File: config.mk
export PLATFORM = sky130hd
export DESIGN_NAME = lu_recompose_flat
export DESIGN_NICKNAME = d
export VERILOG_FILES = /design/src/rtl/lu_recompose_pkg.sv /design/src/rtl/lu_recompose_if.sv /design/src/rtl/lu_row_mac.sv /design/src/rtl/lu_recompose.sv /design/src/flat_wrapper.sv
export SDC_FILE = /design/constraint.sdc
export NUM_CORES = 1
export LEC_CHECK = 0
export BUFFER_PORTS_ARGS = -buffer_cell sky130_fd_sc_hd__buf_2
export CAP_MARGIN = 0
export CORE_UTILIZATION = 60
export CTS_CLUSTER_DIAMETER = 100
export DETAILED_ROUTE_END_ITERATION = 7
export PLACE_DENSITY = 0.85
export SLEW_MARGIN = 20
export SYNTH_ARGS = -nofsm -noshare
export SYNTH_HDL_FRONTEND = slang
export SYNTH_SLANG_ARGS = --single-unit
File: constraint.sdc
create_clock -name clk -period 8.7 [get_ports clk]
set_input_delay 0.87 -clock clk [delete_from_list [all_inputs] [get_ports clk]]
set_output_delay 0.87 -clock clk [all_outputs]
set_load 0.02 [all_outputs]
File: src/rtl/lu_recompose_pkg.sv
// Shared definitions for the LU decomposer and its recompose checker:
// FSM state encodings, matrix geometry and default data widths.
package lu_pkg;

    localparam int N_ELEM    = 9;
    localparam int N_DIM     = 3;
    localparam int DEF_IN_W  = 3;
    localparam int DEF_OUT_W = 8;

    typedef enum logic [2:0] {
        ST_IDLE   = 3'd0,
        ST_LOAD   = 3'd1,
        ST_CAL    = 3'd2,
        ST_OUTPUT = 3'd3,
        ST_SING   = 3'd4
    } lu_state_e;

endpackage

File: src/rtl/lu_recompose_if.sv
// Stream interface between the LU result producer and the recompose checker.
// master drives the L/U stream and observes the product stream; slave is the checker.
interface lu_recompose_if
    import lu_pkg::*;
#(
    parameter int IN_W  = DEF_IN_W,
    parameter int OUT_W = DEF_OUT_W
);
    logic                    in_valid;
    logic                    invertible;
    logic                    decomposable;
    logic signed [IN_W-1:0]  in_l;
    logic signed [IN_W-1:0]  in_u;
    logic                    busy;
    logic                    out_valid;
    logic                    out_singular;
    logic signed [OUT_W-1:0] out_data;

    modport master (
        output in_valid, invertible, decomposable, in_l, in_u,
        input  busy, out_valid, out_singular, out_data
    );

    modport slave (
        input  in_valid, invertible, decomposable, in_l, in_u,
        output busy, out_valid, out_singular, out_data
    );
endinterface

File: src/rtl/lu_row_mac.sv
// Combinational 3-term signed dot product: one L row against one U column.
// Each product is formed at full precision, then sign-extended to OUT_W and
// summed; the result wraps silently if it exceeds OUT_W.
module lu_row_mac #(
    parameter int IN_W  = 3,
    parameter int OUT_W = 8
) (
    input  logic signed [IN_W-1:0]  a0,
    input  logic signed [IN_W-1:0]  a1,
    input  logic signed [IN_W-1:0]  a2,
    input  logic signed [IN_W-1:0]  b0,
    input  logic signed [IN_W-1:0]  b1,
    input  logic signed [IN_W-1:0]  b2,
    output logic signed [OUT_W-1:0] sum
);
    localparam int PW = 2 * IN_W;

    logic signed [PW-1:0] m0, m1, m2;

    assign m0  = PW'(a0) * PW'(b0);
    assign m1  = PW'(a1) * PW'(b1);
    assign m2  = PW'(a2) * PW'(b2);
    assign sum = OUT_W'(m0) + OUT_W'(m1) + OUT_W'(m2);
endmodule

File: src/rtl/lu_recompose.sv
// Rebuilds P*A = L*U from the serial LU result stream and streams the
// 9 product entries back out row-major, or echoes a singular marker.
//
// state  | meaning
// IDLE   | waiting for element 0 or a singular marker
// LOAD   | capturing elements 1..8; a gap in in_valid aborts the stream
// CAL    | one product row per cycle, rows 0..2
// OUTPUT | presenting P[0..8], one entry per cycle
// SING   | presenting the singular marker for one cycle
module lu_recompose
    import lu_pkg::*;
#(
    parameter int IN_W  = DEF_IN_W,
    parameter int OUT_W = DEF_OUT_W
) (
    input  logic          clk,
    input  logic          rst_n,
    lu_recompose_if.slave bus
);
    lu_state_e state_q, state_d;
    logic [3:0] cnt_q, cnt_d;

    logic signed [IN_W-1:0]  l_reg [N_ELEM];
    logic signed [IN_W-1:0]  u_reg [N_ELEM];
    logic signed [OUT_W-1:0] p_reg [N_ELEM];

    logic signed [IN_W-1:0]  l_row   [N_DIM];
    logic signed [OUT_W-1:0] col_sum [N_DIM];
    logic [3:0] row_base;

    logic accept, store_en;
    logic [3:0] store_idx;

    logic busy_q, valid_q, sing_q;
    logic signed [OUT_W-1:0] data_q;
    logic busy_d, valid_d, sing_d;
    logic signed [OUT_W-1:0] data_d;

    assign accept    = bus.in_valid & bus.invertible & bus.decomposable;
    assign store_en  = ((state_q == ST_IDLE) & accept) | ((state_q == ST_LOAD) & bus.in_valid);
    assign store_idx = (state_q == ST_IDLE) ? 4'd0 : cnt_q;

    // State and counter register
    always_ff @(posedge clk or negedge rst_n) begin
        if (!rst_n) begin
            state_q <= ST_IDLE;
            cnt_q   <= 4'd0;
        end else begin
            state_q <= state_d;
            cnt_q   <= cnt_d;
        end
    end

    // Next-state and counter sequencing
    always_comb begin
        state_d = state_q;
        cnt_d   = cnt_q;
        case (state_q)
            ST_IDLE: begin
                if (accept) begin
                    state_d = ST_LOAD;
                    cnt_d   = 4'd1;
                end else if (bus.in_valid) begin
                    state_d = ST_SING;
                    cnt_d   = 4'd0;
                end
            end
            ST_LOAD: begin
                if (!bus.in_valid) begin
                    state_d = ST_IDLE;
                    cnt_d   = 4'd0;
                end else if (cnt_q == 4'd8) begin
                    state_d = ST_CAL;
                    cnt_d   = 4'd0;
                end else begin
                    cnt_d = cnt_q + 4'd1;
                end
            end
            ST_CAL: begin
                if (cnt_q == 4'd2) begin
                    state_d = ST_OUTPUT;
                    cnt_d   = 4'd0;
                end else begin
                    cnt_d = cnt_q + 4'd1;
                end
            end
            ST_OUTPUT: begin
                if (cnt_q == 4'd8) begin
                    state_d = ST_IDLE;
                    cnt_d   = 4'd0;
                end else begin
                    cnt_d = cnt_q + 4'd1;
                end
            end
            default: begin
                state_d = ST_IDLE;
                cnt_d   = 4'd0;
            end
        endcase
    end

    // Next values of the registered outputs; entry 0 is preloaded on the last CAL cycle
    always_comb begin
        busy_d  = (state_d == ST_CAL) || (state_d == ST_OUTPUT) || (state_d == ST_SING);
        valid_d = 1'b0;
        sing_d  = 1'b0;
        data_d  = '0;
        if ((state_q == ST_IDLE) && bus.in_valid && !accept) begin
            valid_d = 1'b1;
            sing_d  = 1'b1;
        end else if ((state_q == ST_CAL) && (cnt_q == 4'd2)) begin
            valid_d = 1'b1;
            data_d  = p_reg[0];
        end else if ((state_q == ST_OUTPUT) && (cnt_q != 4'd8)) begin
            valid_d = 1'b1;
            data_d  = p_reg[cnt_q + 4'd1];
        end
    end

    // Output registers
    always_ff @(posedge clk or negedge rst_n) begin
        if (!rst_n) begin
            busy_q  <= 1'b0;
            valid_q <= 1'b0;
            sing_q  <= 1'b0;
            data_q  <= '0;
        end else begin
            busy_q  <= busy_d;
            valid_q <= valid_d;
            sing_q  <= sing_d;
            data_q  <= data_d;
        end
    end

    assign bus.busy         = busy_q;
    assign bus.out_valid    = valid_q;
    assign bus.out_singular = sing_q;
    assign bus.out_data     = data_q;

    // Select the L row for the current CAL cycle
    always_comb begin
        case (cnt_q[1:0])
            2'd0:    row_base = 4'd0;
            2'd1:    row_base = 4'd3;
            default: row_base = 4'd6;
        endcase
        for (int k = 0; k < N_DIM; k++) begin
            l_row[k] = l_reg[row_base + 4'(k)];
        end
    end

    for (genvar j = 0; j < N_DIM; j++) begin : g_col
        lu_row_mac #(.IN_W(IN_W), .OUT_W(OUT_W)) u_mac (
            .a0  (l_row[0]),
            .a1  (l_row[1]),
            .a2  (l_row[2]),
            .b0  (u_reg[j]),
            .b1  (u_reg[3 + j]),
            .b2  (u_reg[6 + j]),
            .sum (col_sum[j])
        );
    end

    // L/U capture and product row write-back
    always_ff @(posedge clk or negedge rst_n) begin
        if (!rst_n) begin
            for (int i = 0; i < N_ELEM; i++) begin
                l_reg[i] <= '0;
                u_reg[i] <= '0;
                p_reg[i] <= '0;
            end
        end else begin
            if (store_en) begin
                l_reg[store_idx] <= bus.in_l;
                u_reg[store_idx] <= bus.in_u;
            end
            if (state_q == ST_CAL) begin
                for (int j = 0; j < N_DIM; j++) begin
                    p_reg[row_base + 4'(j)] <= col_sum[j];
                end
            end
        end
    end
endmodule
File: src/flat_wrapper.sv
// flat-port wrapper written by rule: the top's interface ports become plain ports
module lu_recompose_flat import lu_pkg::*;
#(
    parameter int IN_W  = DEF_IN_W,
    parameter int OUT_W = DEF_OUT_W
)
  (clk, rst_n, bus_in_valid, bus_invertible, bus_decomposable, bus_in_l, bus_in_u, bus_busy, bus_out_valid, bus_out_singular, bus_out_data);
  lu_recompose_if #(.IN_W(IN_W), .OUT_W(OUT_W)) bus_i ();
  input  logic clk;
  input  logic rst_n;
  input wire logic [$bits(bus_i.in_valid)-1:0] bus_in_valid;
  input wire logic [$bits(bus_i.invertible)-1:0] bus_invertible;
  input wire logic [$bits(bus_i.decomposable)-1:0] bus_decomposable;
  input wire logic [$bits(bus_i.in_l)-1:0] bus_in_l;
  input wire logic [$bits(bus_i.in_u)-1:0] bus_in_u;
  output wire logic [$bits(bus_i.busy)-1:0] bus_busy;
  output wire logic [$bits(bus_i.out_valid)-1:0] bus_out_valid;
  output wire logic [$bits(bus_i.out_singular)-1:0] bus_out_singular;
  output wire logic [$bits(bus_i.out_data)-1:0] bus_out_data;
  assign bus_i.in_valid = bus_in_valid;
  assign bus_i.invertible = bus_invertible;
  assign bus_i.decomposable = bus_decomposable;
  assign bus_i.in_l = bus_in_l;
  assign bus_i.in_u = bus_in_u;
  assign bus_busy = bus_i.busy;
  assign bus_out_valid = bus_i.out_valid;
  assign bus_out_singular = bus_i.out_singular;
  assign bus_out_data = bus_i.out_data;
  lu_recompose #(.IN_W(IN_W), .OUT_W(OUT_W)) u_core (.clk(clk), .rst_n(rst_n), .bus(bus_i));
endmodule
## Yosys cells after proc, flatten, opt, wreduce, memory -nomap -nowiden

Cells that the tools add are included.

| cells by class | value |
|---|---|
| add/subtract/negate cells | 9 |
| multiply operators | 9 |
| $lt $le $gt $ge | 9 |
| eq/ne operators | 11 |
| multiplexer cells | 47 |
| bitwise gates (word level) | 10 |
| reductions and logical operators | 13 |

Operators with widths:

| operator | count |
|---|---|
| $bwmux 72 | 3 |
| $demux 8 s4 | 3 |
| $mux 8 | 8 |
| $bwmux 27 | 2 |
| $mul 3x3->6 | 9 |
| $mux 3 | 13 |
| $bmux 3 s4 | 3 |
| $bmux 8 s4 | 1 |
| $ge 5x5->1 const B | 5 |
| $not 4->5 | 5 |
| $add 7x6->8 | 3 |
| $mux 4 | 6 |
| $add 6x6->7 | 3 |
| $lt 5x1->1 const B | 4 |
| $pmux 4 s4 | 1 |
| $demux 3 s4 | 1 |
| $eq 3x2->1 const B | 4 |
| $pmux 3 s4 | 1 |
| $add 4x1->4 const B | 2 |
| $logic_and 1x1->1 | 8 |
| $pmux 3 s2 | 1 |
| $add 4x2->4 const B | 1 |
| $and 1x1->1 | 4 |
| $eq 4x2->1 const B | 1 |
| other kinds (12) | 16 |

| word-level totals | value |
|---|---|
| register bits | 144 |
| output and inout bits | 11 |
| logic and storage cells | 141 |

## Longest topological paths before layout

| logic depth | value |
|---|---|
| depth in word-level cells | 13 |
| gate-level depth with buffers | 27 |
| gate-level depth less buffers | 24 |

## Modules after synthesis

From an unflattened synthesis, not the netlist that was laid out.

| unflattened totals | value |
|---|---|
| cells, all modules | 1115 |
| area, all modules | 11285.8 um^2 |

Modules (own cells, without submodules):

| module | times used | cells each | area an instance (um^2) | sequential area each (um^2) |
|---|---|---|---|---|
| lu_recompose | 1 | 662 | 7175.6 | 3603.5 |
| lu_row_mac | 3 | 151 | 1370.1 | 0.0 |

## Worst setup path after synthesis

No wires, ideal clock.

| path | value |
|---|---|
| kind | register to register |
| start point | register u_core.cnt_q[0] |
| end point | register u_core.p_reg[69] (netlist bit) |
| setup time | 0.131 ns |
| data arrival time | 6.238 ns |
| required time | 8.569 ns |
| slack | 2.331 ns |
| cell stages (with the launch flop) | 25 |
| buffers on the path | 2 |
| period minus slack after synthesis | 6.369 ns |
| cells stage by stage | dfrtp_1 buf_2 buf_2 inv_1 ha_1 nor2_2 mux4_2 a21oi_1 mux2_2 ha_1 inv_1 fa_1 inv_1 fa_1 inv_1 fa_1 inv_1 ha_1 ha_1 nor3b_1 a221o_1 a211oi_2 nor3_1 a221oi_1 o21ai_1 |

| on the way | value |
|---|---|
| word-level cells in the longest chain between the ends | 13 |

RTL lines:

| element | RTL line | RTL |
|---|---|---|
| start, declared | lu_recompose.sv:21 | `logic [3:0] cnt_q, cnt_d;` |
| start signal, assigned | lu_recompose.sv:50 | `cnt_q <= cnt_d;` |
| $eq 2x1->1 or $logic_not 2->1 (tied branches) | lu_recompose.sv:142 | `case (cnt_q[1:0])` |
| $pmux 3 s2 * | lu_recompose.sv:142 |  |
| $add 4x1->4 | lu_recompose.sv:148, lu_recompose.sv:179 |  |
| $not 4->5 (not written as such) | lu_recompose.sv:148, lu_recompose.sv:179 |  |
| $bmux 3 s4 | lu_recompose.sv:148 | `l_row[k] = l_reg[row_base + 4'(k)];` |
| $mux 3 (not written as such) (2 in series) | lu_recompose.sv:148 |  |
| $mul 3x3->6 | lu_row_mac.sv:21 | `assign m1 = PW'(a1) * PW'(b1);` |
| $add 6x6->7 | lu_row_mac.sv:23 | `assign sum = OUT_W'(m0) + OUT_W'(m1) + OUT_W'(m2);` |
| $add 7x6->8 | lu_row_mac.sv:23 |  |
| $bwmux 72 (2 in series) | lu_recompose.sv:179 | `p_reg[row_base + 4'(j)] <= col_sum[j];` |
| $bwmux 72 * | lu_recompose.sv:179 |  |
| end signal, assigned by index | lu_recompose.sv:179 |  |
| end, declared | lu_recompose.sv:25 | `logic signed [OUT_W-1:0] p_reg [N_ELEM];` |

Mark *: on every way between the ends. The rest lies on a longest branch, timed or not. The select of a mux whose other input is x is not followed.
A chain may end at the register's enable or synchronous reset.

## Final worst setup path

Ends and elaborated chain as after synthesis.

==> flow_metrics.env <==
export IMPL_worst_pin_slew_ns=1.04
export IMPL_timing_final_hold_violations=0
export IMPL_drt_iter0_markers=973
export IMPL_die_x_um=141
export IMPL_crit_type="reg2reg"
export IMPL_final_common_cell="dfrtp_1"
export IMPL_cap_violations=0
export IMPL_root_buffer="clkbuf_16"
export IMPL_layout_setup_ws_ns=1.34
export IMPL_skew_ns=0.00905
export IMPL_cp_required_ns=9.01
export IMPL_synth_area_um2=11500
export IMPL_pwr_share_clk_pct=23.6
export IMPL_power_density_nw_per_um2=240
export IMPL_relSlewSlack_pct=30.8
export IMPL_chipHeight_um=141
export IMPL_grt_max_degree=76
export IMPL_max_freq_ghz=0.136
export IMPL_r2r_cells=23
export IMPL_p_leak_nw=5.94
export IMPL_combPwrFrac_pct=52.4
export IMPL_hold_ws_ns=0.459
export IMPL_finalSetupViolCount=0
export IMPL_io_buffer_count=21
export IMPL_cts_resized=0
export IMPL_hp_class="in2async"
export IMPL_antenna_found_initial=0
export IMPL_cts_tree="yes"
export IMPL_dr_pass1_iters=7
export IMPL_core_area_um2=18800
export IMPL_rows=50
export IMPL_pre_cts_ws_ns=1.42
export IMPL_htree_levels=4
export IMPL_synthArstFlopShare_pct=100
export IMPL_synth_edff_count=0
export IMPL_tns_ns=0
export IMPL_cpPeakStageDelay_ns=0.54
export IMPL_grt_pass1_wl_um=45900
export IMPL_overflow=0
export IMPL_p_int_mw=1.66
export IMPL_nets=1305
export IMPL_rsz0062_at_grt="false"
export IMPL_vias=8679
export IMPL_syn_num_nets=1297
export IMPL_synth_ff_type="dfrtp_1"
export IMPL_crit_fanout=25
export IMPL_placedInstanceArea_um2=11800
export IMPL_r2r_end="u_core.p_reg[69]"
export IMPL_die_area_um2=19800
export IMPL_clock_latency_ns=0.44
export IMPL_drc=0
export IMPL_pwr_share_seq_pct=24.0
export IMPL_crit_slowest_cell="fa_1"
export IMPL_ys_seq_area_share_pct=31.2
export IMPL_post_cts_buffers=0
export IMPL_switchingPower_mw=1.31
export IMPL_syn_inst=1124
export IMPL_place_hpwl_um=21100
export IMPL_peakVddDrop_uv=280
export IMPL_yosysWarningCount=0
export IMPL_period_share_pct=84.6
export IMPL_path_cells="buf_4, inv_1, ha_2, inv_1, o211ai_1, and2_1, mux2_2, ha_1, inv_1, fa_1, inv_1, fa_1, inv_1, fa_1, inv_1, ha_1, ha_1, nor2b_1, a221o_1, a211oi_2, nor3_1, a221oi_1, o21ai_1"
export IMPL_viasPerCell=6.29
export IMPL_rr_startpoint="u_core.cnt_q[0]"
export IMPL_drive_gt1_share_pct=14.6
export IMPL_clk_path_buf_depth=2
export IMPL_switching_share_pct=44.0
export IMPL_rrSetupSlack_ns=1.34
export IMPL_utilization_pct=65.8
export IMPL_postLayoutCellArea_um2=12400
export IMPL_grt_pass1_vias=8714
export IMPL_wire_per_inst_um=20.4
export IMPL_grt_use_total_pct=30.2
export IMPL_antenna_cells=0
export IMPL_ios=22
export IMPL_place_congestion=0.935
export IMPL_wl_um=28100
export IMPL_synth_seq_cells=144
export IMPL_ctsHoldBuffers=0
export IMPL_final_antenna_net_count=0
export IMPL_cp_start_kind="flip-flop"
export IMPL_placed_cells=1347
export IMPL_clkTransAtPathRegs_ns=0.06
export IMPL_final_cells=1379
export IMPL_synthToLayoutAreaGrowth_pct=7.03
export IMPL_start_util_pct=61.5
export IMPL_final_cell_mix="dfrtp_1 (144), nand2_1 (128), inv_1 (126)"
export IMPL_drv_slew=0
export IMPL_synth_area_per_cell_um2=10.3
export IMPL_total_power_mw=2.97
export IMPL_synth_cell_types=68
export IMPL_critPathCaptureType="flip-flop"
export IMPL_crit_top_cell="inv_1"
export IMPL_crit_arrival_ns=7.67
export IMPL_cts_buffers=17
export IMPL_outcome="finished clean"
export IMPL_clkSinkCount=144
export IMPL_min_period_ns=7.36
export IMPL_largest_reg_flops=72
-- area by class of cell --
type / count / area, um2
clock inverters: 12 / 111
flip-flops and latches: 144 / 3600
repair buffers: 31 / 186
well taps: 234 / 293
fillers: 1380 / 6410
multi-input cells: 811 / 7250
inverters: 127 / 477
clock buffers: 20 / 437
-- routing by layer --
metal / vias up / track usage, % / wire length [um]
li1: 3845 / - / -
met1: 4341 / 39.8 / 11500
met2: 411 / 48.8 / 13400
met3: 82 / 5.26 / 2050
met4: 0 / 14.3 / 1250
met5: - / 0 / 0
-- logic make-up after synthesis --
logic type | after synthesis | synth area share (%)
flops | 144 | 31.2
simple gates | 300 | 12.8
buf+inv | 169 | 6.01
xor+xnor | 41 | 3.40
mux | 112 | 12.9
fa+ha+maj | 162 | 22.8
compound gates | 196 | 10.8
-- cells in the mapped netlist, types with 4 or more instances --
cell | count | area share [%]
a21o_1 | 4 | 0.26
o21ai_0 | 70 | 3.0
mux2_2 | 63 | 6.1
xor2_1 | 9 | 0.68
nor3_1 | 11 | 0.48
mux4_2 | 22 | 4.3
buf_2 | 18 | 0.78
dfrtp_1 | 144 | 31
a211oi_1 | 12 | 0.78
xnor2_1 | 29 | 2.2
a21oi_1 | 39 | 1.7
fa_1 | 81 | 14
ha_1 | 81 | 8.8
nor2_1 | 44 | 1.4
buf_4 | 4 | 0.26
and3_1 | 10 | 0.54
o31ai_1 | 7 | 0.46
inv_1 | 126 | 4.1
nor3b_1 | 5 | 0.33
o21bai_1 | 7 | 0.46
a22o_1 | 12 | 0.91
nand2b_1 | 19 | 1.0
a31oi_1 | 5 | 0.27
and2_1 | 30 | 1.6
nand2_1 | 128 | 4.2
o21ai_1 | 12 | 0.52
clkbuf_1 | 14 | 0.46
nor2b_1 | 20 | 1.1
nand3_1 | 14 | 0.61
mux2i_1 | 25 | 2.2
-- power groups by stage --
stage | combinational [mW] | clock (mW) | sequential [mW]
6_report | 1.56 | 0.702 | 0.713
5_1_grt | 1.71 | 0.728 | 0.716
4_1_cts | 1.54 | 0.702 | 0.712
3_5_place_dp | 1.52 | 0 | 0.724
3_3_place_gp | 1.47 | 0 | 0.723
2_1_floorplan | 1.10 | 0 | 0.718
-- worst max-delay path: cells and delay by family (launching register included) --
kind / cells / cell delay [ns]
simple gates: 3 / 0.62
flops: 1 / 0.38
buf+inv: 7 / 1.07
mux: 1 / 0.39
compound gates: 5 / 1.64
fa+ha+maj: 7 / 3.10
-- worst max-delay path by stage --
stage / start / endpoint / slack (ns) / cells past startpoint
2_1_floorplan: u_core.cnt_q[0] / u_core.p_reg[69] / 2.33 / 24
3_3_place_gp: u_core.cnt_q[0] / u_core.p_reg[69] / 1.71 / 23
3_5_place_dp: u_core.cnt_q[0] / u_core.p_reg[69] / 1.42 / 23
4_1_cts: u_core.cnt_q[0] / u_core.p_reg[69] / 1.38 / 23
5_1_grt: u_core.cnt_q[0] / u_core.p_reg[69] / 0.99 / 23
6_report: u_core.cnt_q[0] / u_core.p_reg[69] / 1.34 / 23
Note: power is estimated with default switching activity, not from simulation.
